===== src/rtl/noc_pkg.sv =====
// Shared NoC types: flit width, port numbering and crossbar output-arbiter states.
package noc_pkg;
  localparam int FLIT_W    = 16;
  localparam int NUM_PORTS = 5;

  typedef enum logic [2:0] {
    PORT_N = 3'd0,
    PORT_S = 3'd1,
    PORT_W = 3'd2,
    PORT_E = 3'd3,
    PORT_L = 3'd4
  } port_e;

  typedef enum logic {
    ARB_IDLE   = 1'b0,
    ARB_LOCKED = 1'b1
  } xbar_arb_state_e;
endpackage


===== src/rtl/xbar_out_port_arb_rr_arbiter.sv =====
// Combinational round-robin picker: first asserted request scanning upward from ptr with wrap.
// Zero latency; no state, so backpressure is handled entirely by the caller.
module rr_arbiter
  import noc_pkg::*;
#(
  parameter  int NUM_IN = NUM_PORTS,
  localparam int SEL_W  = (NUM_IN > 1) ? $clog2(NUM_IN) : 1
) (
  input  logic [NUM_IN-1:0] req,
  input  logic [SEL_W-1:0]  ptr,
  output logic [NUM_IN-1:0] gnt,
  output logic [SEL_W-1:0]  gnt_idx,
  output logic              any_gnt
);

  logic [SEL_W-1:0] w_k;

  always_comb begin
    gnt     = '0;
    gnt_idx = '0;
    any_gnt = 1'b0;
    w_k     = '0;
    for (int i = 0; i < NUM_IN; i++) begin
      w_k = SEL_W'((int'(ptr) + i) % NUM_IN);
      if (!any_gnt && req[w_k]) begin
        gnt[w_k] = 1'b1;
        gnt_idx  = w_k;
        any_gnt  = 1'b1;
      end
    end
  end

endmodule


===== src/rtl/xbar_out_port_arb.sv =====
// Crossbar output port: round-robin NUM_IN:1 flit select with wormhole lock and a registered output.
// Accepted flit appears 1 cycle later; inputs stall whenever the output register is full and not draining.
module xbar_out_port_arb
  import noc_pkg::*;
#(
  parameter  int DATA_W = FLIT_W,
  parameter  int NUM_IN = NUM_PORTS,
  localparam int SEL_W  = (NUM_IN > 1) ? $clog2(NUM_IN) : 1
) (
  input  logic                          clk_i,
  input  logic                          rst_i,
  input  logic [NUM_IN-1:0]             in_valid_i,
  input  logic [NUM_IN-1:0][DATA_W-1:0] in_data_i,
  input  logic [NUM_IN-1:0]             in_tail_i,
  output logic [NUM_IN-1:0]             in_ready_o,
  output logic                          out_valid_o,
  output logic [DATA_W-1:0]             out_data_o,
  output logic                          out_tail_o,
  input  logic                          out_ready_i,
  output logic [SEL_W-1:0]              grant_o,
  output logic                          busy_o
);

  xbar_arb_state_e   r_state;
  logic [SEL_W-1:0]  r_rr_ptr;
  logic [SEL_W-1:0]  r_owner;
  logic [SEL_W-1:0]  r_grant;
  logic              r_out_valid;
  logic [DATA_W-1:0] r_out_data;
  logic              r_out_tail;

  logic              w_ld;
  logic              w_acc;
  logic              w_any;
  logic              w_sel_tail;
  logic [NUM_IN-1:0] w_arb_gnt;
  logic [NUM_IN-1:0] w_own_oh;
  logic [NUM_IN-1:0] w_rdy;
  logic [SEL_W-1:0]  w_arb_idx;
  logic [SEL_W-1:0]  w_sel;
  logic [SEL_W-1:0]  w_next_ptr;

  rr_arbiter #(.NUM_IN(NUM_IN)) u_rr_arbiter (
    .req     (in_valid_i),
    .ptr     (r_rr_ptr),
    .gnt     (w_arb_gnt),
    .gnt_idx (w_arb_idx),
    .any_gnt (w_any)
  );

  assign w_ld = !r_out_valid || out_ready_i;

  always_comb begin
    w_own_oh          = '0;
    w_own_oh[r_owner] = 1'b1;
  end

  // While locked, the arbiter result is ignored; only the packet owner may advance.
  always_comb begin
    w_rdy = '0;
    if (!rst_i && w_ld) begin
      if (r_state == ARB_LOCKED) w_rdy = w_own_oh & in_valid_i;
      else if (w_any)            w_rdy = w_arb_gnt;
    end
  end

  assign in_ready_o = w_rdy;
  assign w_acc      = |w_rdy;
  assign w_sel      = (r_state == ARB_LOCKED) ? r_owner : w_arb_idx;
  assign w_sel_tail = in_tail_i[w_sel];
  assign w_next_ptr = (w_sel == SEL_W'(NUM_IN - 1)) ? '0 : w_sel + SEL_W'(1);

  always_ff @(posedge clk_i) begin
    if (rst_i) begin
      r_state     <= ARB_IDLE;
      r_rr_ptr    <= '0;
      r_owner     <= '0;
      r_grant     <= '0;
      r_out_valid <= 1'b0;
      r_out_data  <= '0;
      r_out_tail  <= 1'b0;
    end else begin
      if (w_ld) begin
        r_out_valid <= w_acc;
        if (w_acc) begin
          r_out_data <= in_data_i[w_sel];
          r_out_tail <= w_sel_tail;
        end
      end
      if (w_acc) begin
        r_grant <= w_sel;
        case (r_state)
          ARB_IDLE: begin
            if (w_sel_tail) begin
              r_rr_ptr <= w_next_ptr;
            end else begin
              r_state <= ARB_LOCKED;
              r_owner <= w_sel;
            end
          end
          ARB_LOCKED: begin
            if (w_sel_tail) begin
              r_state  <= ARB_IDLE;
              r_rr_ptr <= w_next_ptr;
            end
          end
          default: r_state <= ARB_IDLE;
        endcase
      end
    end
  end

  assign out_valid_o = r_out_valid;
  assign out_data_o  = r_out_data;
  assign out_tail_o  = r_out_tail;
  assign grant_o     = r_grant;
  assign busy_o      = (r_state == ARB_LOCKED);

endmodule


===== config.mk =====
export PLATFORM = sky130hd
export DESIGN_NAME = xbar_out_port_arb
export DESIGN_NICKNAME = d
export VERILOG_FILES = /design/src/rtl/noc_pkg.sv /design/src/rtl/xbar_out_port_arb_rr_arbiter.sv /design/src/rtl/xbar_out_port_arb.sv
export SDC_FILE = /design/constraint.sdc
export NUM_CORES = 1
export LEC_CHECK = 0
export ABC_CLOCK_PERIOD_IN_PS = 15700
export CAP_MARGIN = 40
export CORE_MARGIN = 3
export CORE_UTILIZATION = 45
export CTS_BUF_LIST = sky130_fd_sc_hd__clkbuf_16
export CTS_CLUSTER_SIZE = 24
export DETAILED_ROUTE_END_ITERATION = 8
export HOLD_SLACK_MARGIN = 0.08
export PLACE_DENSITY = 0.77
export SLEW_MARGIN = 20
export SYNTH_ARGS = -nofsm -noshare
export SYNTH_HDL_FRONTEND = slang
export SYNTH_SLANG_ARGS = --single-unit

===== constraint.sdc =====
create_clock -name clk_i -period 15.7 [get_ports clk_i]
set_clock_uncertainty 0.2 [all_clocks]
set_input_delay 3.14 -clock clk_i [delete_from_list [all_inputs] [get_ports clk_i]]
set_output_delay 3.14 -clock clk_i [all_outputs]
set_load 0.1 [all_outputs]

==> results_dict.tcl, run 1 <==
set metrics [dict create \
    synth_fa_ha_area_frac 0.0597 \
    synth_area_leaders "dfxtp_1 (14%), mux4_2 (9.6%), ha_1 (6.0%)" \
    synth_fp_nets 608 \
    clockBufferDepth 2 \
    vias_per_cell 6.53 \
    synth_sequential_area_ratio 0.141 \
    hpwlAfterDp_um 11800 \
    area_delta_synth_final_pct 48.8 \
    ys_ff_latch 28 \
    grt_pass1_wl_um 24400 \
    ys_types 85 \
    synth_ff_type "dfxtp_1" \
    synth_mux_area_frac 0.146 \
    nets 739 \
    switchingPower_w 0.000808 \
    grt_overflow 0 \
    timing.rr.end "out_data_o[1]$_SDFFE_PP0P_" \
    clk_latency_ns 0.27 \
    reg2reg_depth 19 \
    start_kind "input port" \
    syn_inst 496 \
    p_seq_frac 0.083 \
    synth_compound_area_frac 0.299 \
    fin_crit_sh 0.637 \
    clock_sinks 28 \
    drc 0 \
    io_pins 120 \
    worstHoldEndpoint "out_data_o[4]$_SDFFE_PP0P_" \
    rsz0062_at_grt "false" \
    fmax_mhz 100 \
    cts_resized 0 \
    final_hold_viol_count 0 \
    cts_setup_buffers 0 \
    rows 33 \
    synth-simple-area-share 0.271 \
    gp_congestion 1.03 \
    holdBufCountCts 0 \
    setup_viol 0 \
    numCtsBuffers 3 \
    vias 4773 \
    grt.total_usage 0.300 \
    ant_nets 0 \
    p_sw_frac 0.540 \
    cts.clk_slew.worst_paths_ns 0.08 \
    drt_iter0_drc 423 \
    synthesis.area_um2 3980 \
    power.total_w 0.00150 \
    postSynthAreaPerCell_um2 8.03 \
    drv_slew 0 \
    htree_num_levels 1 \
    p_int_w 0.000689 \
    min_from "out_data_o[4]$_SDFFE_PP0P_" \
    outcome "finished, final reports clean" \
    fillers 649 \
    chipWidth_um 100 \
    drt_wl_total_um 15100 \
    tightest_slew_ns 0.785 \
    ys.warnings.count 0 \
    die_h_um 100 \
    synth.top_cell.area_share 0.141 \
    p_clk_frac 0.053 \
    relSlewSlack 0.475 \
    yosysTopAreaCell "dfxtp_1" \
    first_pass_iters 5 \
    crit_path_end_kind "primary output" \
    finalCriticalPeriod_ns 10.00 \
    holdPathStages 2 \
    cp.required_ns 12.36 \
    worst-path-max-fanout 6 \
    core_um2 8420 \
    grt_max_degree 35 \
    antenna_found_initial 0 \
    leakagePower_nw 2.27 \
    synth_xor_area_frac 0.0176 \
    powerDensity_nw_per_um2 253 \
    diodes 0 \
    fin_setup_tns_ns 0 \
    die_area_um2 10000 \
    synth_edf_count 0 \
    grt_pass1_vias 4807 \
    reg2reg_slack_ns 8.95 \
    crit_type "in2out" \
    critPathArrivalTime_ns 6.66 \
    min_path_type "reg2reg" \
    wl_per_cell_um 20.7 \
    drive_gt1_frac 0.142 \
    start_util 0.473 \
    io_buffer_count 119 \
    cts_tree "done" \
    reg2reg_from "r_rr_ptr[1]$_SDFFE_PP0P_" \
    cts_root_buffer "clkbuf_16" \
    async_reset_ff_frac 0 \
    synth_top_family_by_area "compound AO/OA/AOI/OAI gates" \
    cap_violations 0 \
    p_comb_frac 0.864 \
    ir_worst_vdd_mv 0.134 \
]
-- worst max-delay path: stages --
cell and delay [ns]:
clkdlybuf4s50_1 0.53, inv_1 0.26, o211ai_1 0.18, o211a_1 0.18, a32o_1 0.28, a21oi_1 0.36, and2_1 0.25, o21ai_0 0.13
a32oi_1 0.51, clkdlybuf4s50_1 0.63, buf_8 0.20
-- area by class of cell --
class	instances	area, um2	share of cell area
Tap cell	105	131	0.0222
Clock buffer	3	75.1	0.0127
Multi-Input combinational cell	411	3160	0.533
Sequential cell	28	561	0.0946
Inverter	26	97.6	0.0165
Clock inverter	1	30.0	0.00507
Timing Repair Buffer	157	1870	0.316
-- metal layers --
metal	wire (um)	track usage
met1	6190	0.394
met2	7400	0.515
met3	1130	0.0452
met4	404	0.0829
met5	0	0
-- cell families after synthesis --
family                   after synthesis
AND/OR/NAND/NOR                      196
buffers and inverters                 57
multiplexers                          35
XOR/XNOR                               8
AO/OA/AOI/OAI                        153
adder cells (fa/ha/maj)               19
flip-flops                            28
-- cell usage after synthesis (10+ instances only) --
library cell  count
nor2_1           50
dfxtp_1          28
nor3_1           27
nand2_1          26
inv_1            22
a21oi_1          21
ha_1             19
mux4_2           17
a221oi_1         16
nand2b_1         14
nand3_1          14
buf_2            13
o21ai_0          12
clkbuf_1         11
mux2i_1          11
o21ai_1          11
nor2b_1          10
-- cell usage in the layout, fill, tap and decap left out, types with 4 or more instances in the layout --
cell / count
buf_4: 9
clkdlybuf4s50_1: 119
o221ai_1: 5
nor2_1: 50
nand2b_1: 14
a31oi_1: 7
nand3b_1: 5
a211o_1: 4
o211ai_1: 8
buf_16: 15
dfxtp_1: 28
a221oi_1: 16
or3_1: 4
o21ai_1: 11
o21a_1: 6
inv_1: 22
mux2i_1: 11
nand3_1: 14
a21oi_1: 21
nand2_1: 26
and3_1: 4
a211oi_1: 7
xnor2_1: 6
nor3_1: 27
inv_2: 4
and2_1: 7
a21o_1: 7
buf_8: 12
o21ai_0: 12
nor2b_1: 10
nor4_1: 5
or2_2: 5
mux4_2: 17
ha_1: 19
-- power groups by stage --
stage | registers [W] | logic, W | clock network, W
2_1_floorplan | 0.000259 | 0.000766 | 0
3_3_place_gp | 0.000123 | 0.00112 | 0
3_5_place_dp | 0.000124 | 0.00127 | 0
4_1_cts | 0.000123 | 0.00128 | 0.0000779
5_1_grt | 0.000127 | 0.00138 | 0.0000809
6_report | 0.000125 | 0.00129 | 0.0000790
-- sequential cells by signal (all words and copies together), names as in the netlist --
signal	cells
out_data_o	16
grant_o	3
r_owner	3
r_rr_ptr	3
busy_o	1
out_tail_o	1
out_valid_o	1
-- per-stage QoR --
stage | cells | cell area, um2 | hold slack (ns) | setup slack [ns] | util
after global placement | 698 | 5210 | 0.278 | 5.45 | 0.618
after detailed placement | 726 | 5810 | 0.283 | 5.83 | 0.690
after global routing | 731 | 5930 | 0.309 | 5.55 | 0.704
final | 731 | 5930 | 0.307 | 5.70 | 0.704
after floorplan | 496 | 3980 | 0.305 | 5.75 | -
after CTS | 730 | 5920 | 0.295 | 5.80 | 0.702
-- worst max-delay path by stage --
stage / end / depth (start not counted) / startpoint / slack (ns)
floorplan: in_ready_o[1] / 8 / in_valid_i[2] / 5.75
global placement: in_ready_o[3] / 12 / in_valid_i[0] / 5.45
detailed placement: in_ready_o[3] / 11 / in_valid_i[3] / 5.83
CTS: in_ready_o[3] / 11 / in_valid_i[3] / 5.80
global route: in_ready_o[3] / 13 / in_valid_i[2] / 5.55
finish: in_ready_o[3] / 11 / in_valid_i[3] / 5.70
No activity file was read; power rests on OpenSTA's default activity.
==> run 2, diff against run 1 <==
--- a/config.mk
+++ b/config.mk
@@ -5,15 +5,15 @@
 export SDC_FILE = /design/constraint.sdc
 export NUM_CORES = 1
 export LEC_CHECK = 0
-export ABC_CLOCK_PERIOD_IN_PS = 15700
+export ABC_CLOCK_PERIOD_IN_PS = 9200
 export CAP_MARGIN = 40
 export CORE_MARGIN = 3
-export CORE_UTILIZATION = 45
+export CORE_UTILIZATION = 44
 export CTS_BUF_LIST = sky130_fd_sc_hd__clkbuf_16
 export CTS_CLUSTER_SIZE = 24
 export DETAILED_ROUTE_END_ITERATION = 8
 export HOLD_SLACK_MARGIN = 0.08
-export PLACE_DENSITY = 0.77
+export PLACE_DENSITY = 0.79
 export SLEW_MARGIN = 20
 export SYNTH_ARGS = -nofsm -noshare
 export SYNTH_HDL_FRONTEND = slang
==> constraint.sdc (replaced) <==
create_clock -name clk_i -period 9.2 [get_ports clk_i]
set_clock_uncertainty 0.2 [all_clocks]
set_input_delay 1.84 -clock clk_i [delete_from_list [all_inputs] [get_ports clk_i]]
set_output_delay 1.84 -clock clk_i [all_outputs]
set_load 0.1 [all_outputs]
==> run 2 against run 1 <==
Wire length down 5.6%; critical path depth grew 5; design area shrank 3.0%; hold slack worse by 0.013 ns; non-clock buffer count decreased by 7; largest power group unchanged.
==> results_dict.tcl, run 2 (synthesis results as in run 1) <==
set metrics [dict create \
    diodes 0 \
    critPathArrivalTime_ns 5.41 \
    grt.total_usage 0.273 \
    drc 0 \
    io_pins 120 \
    core_um2 8760 \
    post-route-util 0.656 \
    nets 732 \
    drive_gt1_frac 0.141 \
    cts_resized 0 \
    vias_per_cell 6.43 \
    grt_pass1_vias 4848 \
    powerDensity_nw_per_um2 428 \
    die_h_um 101 \
    p_seq_frac 0.085 \
    worst-path-max-fanout 17 \
    final_hold_viol_count 0 \
    finalCriticalPeriod_ns 7.45 \
    crit_type "reg2out" \
    largest_register_ffs 16 \
    die_area_um2 10200 \
    chipWidth_um 101 \
    cts_root_buffer "clkbuf_16" \
    min_path_type "reg2reg" \
    holdPathStages 2 \
    start_kind "register" \
    first_pass_iters 5 \
    drv_slew 0 \
    p_sw_frac 0.540 \
    gp_congestion 0.950 \
    leakagePower_nw 2.20 \
    antenna_found_initial 0 \
    grt_pass1_wl_um 22800 \
    clockBufferDepth 2 \
    fin_setup_tns_ns 0 \
    cts_tree "done" \
    cts_setup_buffers 0 \
    tightest_slew_ns 0.759 \
    htree_num_levels 1 \
    switchingPower_w 0.00133 \
    ir_worst_vdd_mv 0.272 \
    area_delta_synth_final_pct 44.3 \
    outcome "finished, final reports clean" \
    reg2reg_depth 19 \
    relSlewSlack 0.491 \
    p_comb_frac 0.862 \
    drt_iter0_drc 320 \
    p_clk_frac 0.053 \
    setup_viol 0 \
    clock_sinks 28 \
    cap_violations 0 \
    cts.clk_slew.worst_paths_ns 0.07 \
    fmax_mhz 134 \
    clk_latency_ns 0.27 \
    p_int_w 0.00113 \
    drt_wl_total_um 14300 \
    crit_path_end_kind "primary output" \
    final_common_cell "clkdlybuf4s50_1" \
    cp.required_ns 7.16 \
    start_util 0.454 \
    grt_max_degree 34 \
    reg2reg_slack_ns 2.67 \
    rsz0062_at_grt "false" \
    numCtsBuffers 3 \
    final_cells 727 \
    final_cell_mix "clkdlybuf4s50_1 (114), nor2_1 (50), dfxtp_1 (28), nor3_1 (27), nand2_1 (26)" \
    dp_cells 723 \
    vias 4676 \
    grt_overflow 0 \
    ant_nets 0 \
    hpwlAfterDp_um 11300 \
    fin_crit_sh 0.809 \
    io_buffer_count 119 \
    rows 34 \
    wl_per_cell_um 19.7 \
    holdBufCountCts 0 \
]
## run 2: area by class of cell
cell class	count	area, um2
timing repair buffer	150	1690
clock buffer	3	75.1
fill	669	3020
sequential	28	561
clock inverter	1	30.0
inverter	26	97.6
multi-input combinational	411	3160
tap	108	135
## run 2: path summary, 6_finish.rpt
path | start | end
setup / recovery | r_rr_ptr[1]$_SDFFE_PP0P_ | in_ready_o[3]
hold / removal | out_data_o[12]$_SDFFE_PP0P_ | out_data_o[12]$_SDFFE_PP0P_
setup reg to reg | r_rr_ptr[1]$_SDFFE_PP0P_ | r_rr_ptr[1]$_SDFFE_PP0P_
hold reg to reg | out_data_o[12]$_SDFFE_PP0P_ | out_data_o[12]$_SDFFE_PP0P_
## run 2: power by group through the flow
stage	Combinational, W	Sequential (W)	Clock (W)
3_3_place_gp	0.00186	0.000208	0
5_1_grt	0.00226	0.000216	0.000138
3_5_place_dp	0.00209	0.000210	0
4_1_cts	0.00210	0.000208	0.000132
2_1_floorplan	0.00131	0.000442	0
6_report	0.00212	0.000209	0.000131
## run 2: routing by layer
metal,GRT usage,routed length [um],vias to the layer above
li1,-,-,2169
met4,0.124,619,0
met1,0.317,5310,2173
met3,0.0420,1130,57
met5,0,0,-
met2,0.493,7230,277
## run 2: worst max-delay path, cell delays in order, from the launching register on
cell and delay, ns:
dfxtp_1 0.60, inv_1 0.24, ha_1 0.74, inv_2 0.22, ha_1 0.24, inv_1 0.06
ha_1 0.22, nand2b_1 0.17, or2_2 0.28, o311a_1 0.31, o211a_1 0.23, a32o_1 0.26
a21oi_1 0.35, and2_1 0.25, o21ai_0 0.12, a32oi_1 0.46, buf_4 0.39
## run 2: through the flow
step	setup slack, ns	hold WS (ns)	area, um2	power [W]
after CTS	1.83	0.295	5750	0.00244
final	1.75	0.294	5750	0.00246
after global routing	1.41	0.326	5750	0.00261
after detailed placement	2.16	0.281	5640	0.00230
after global placement	2.21	0.281	5170	0.00207
after floorplan	1.13	0.305	3980	0.00175
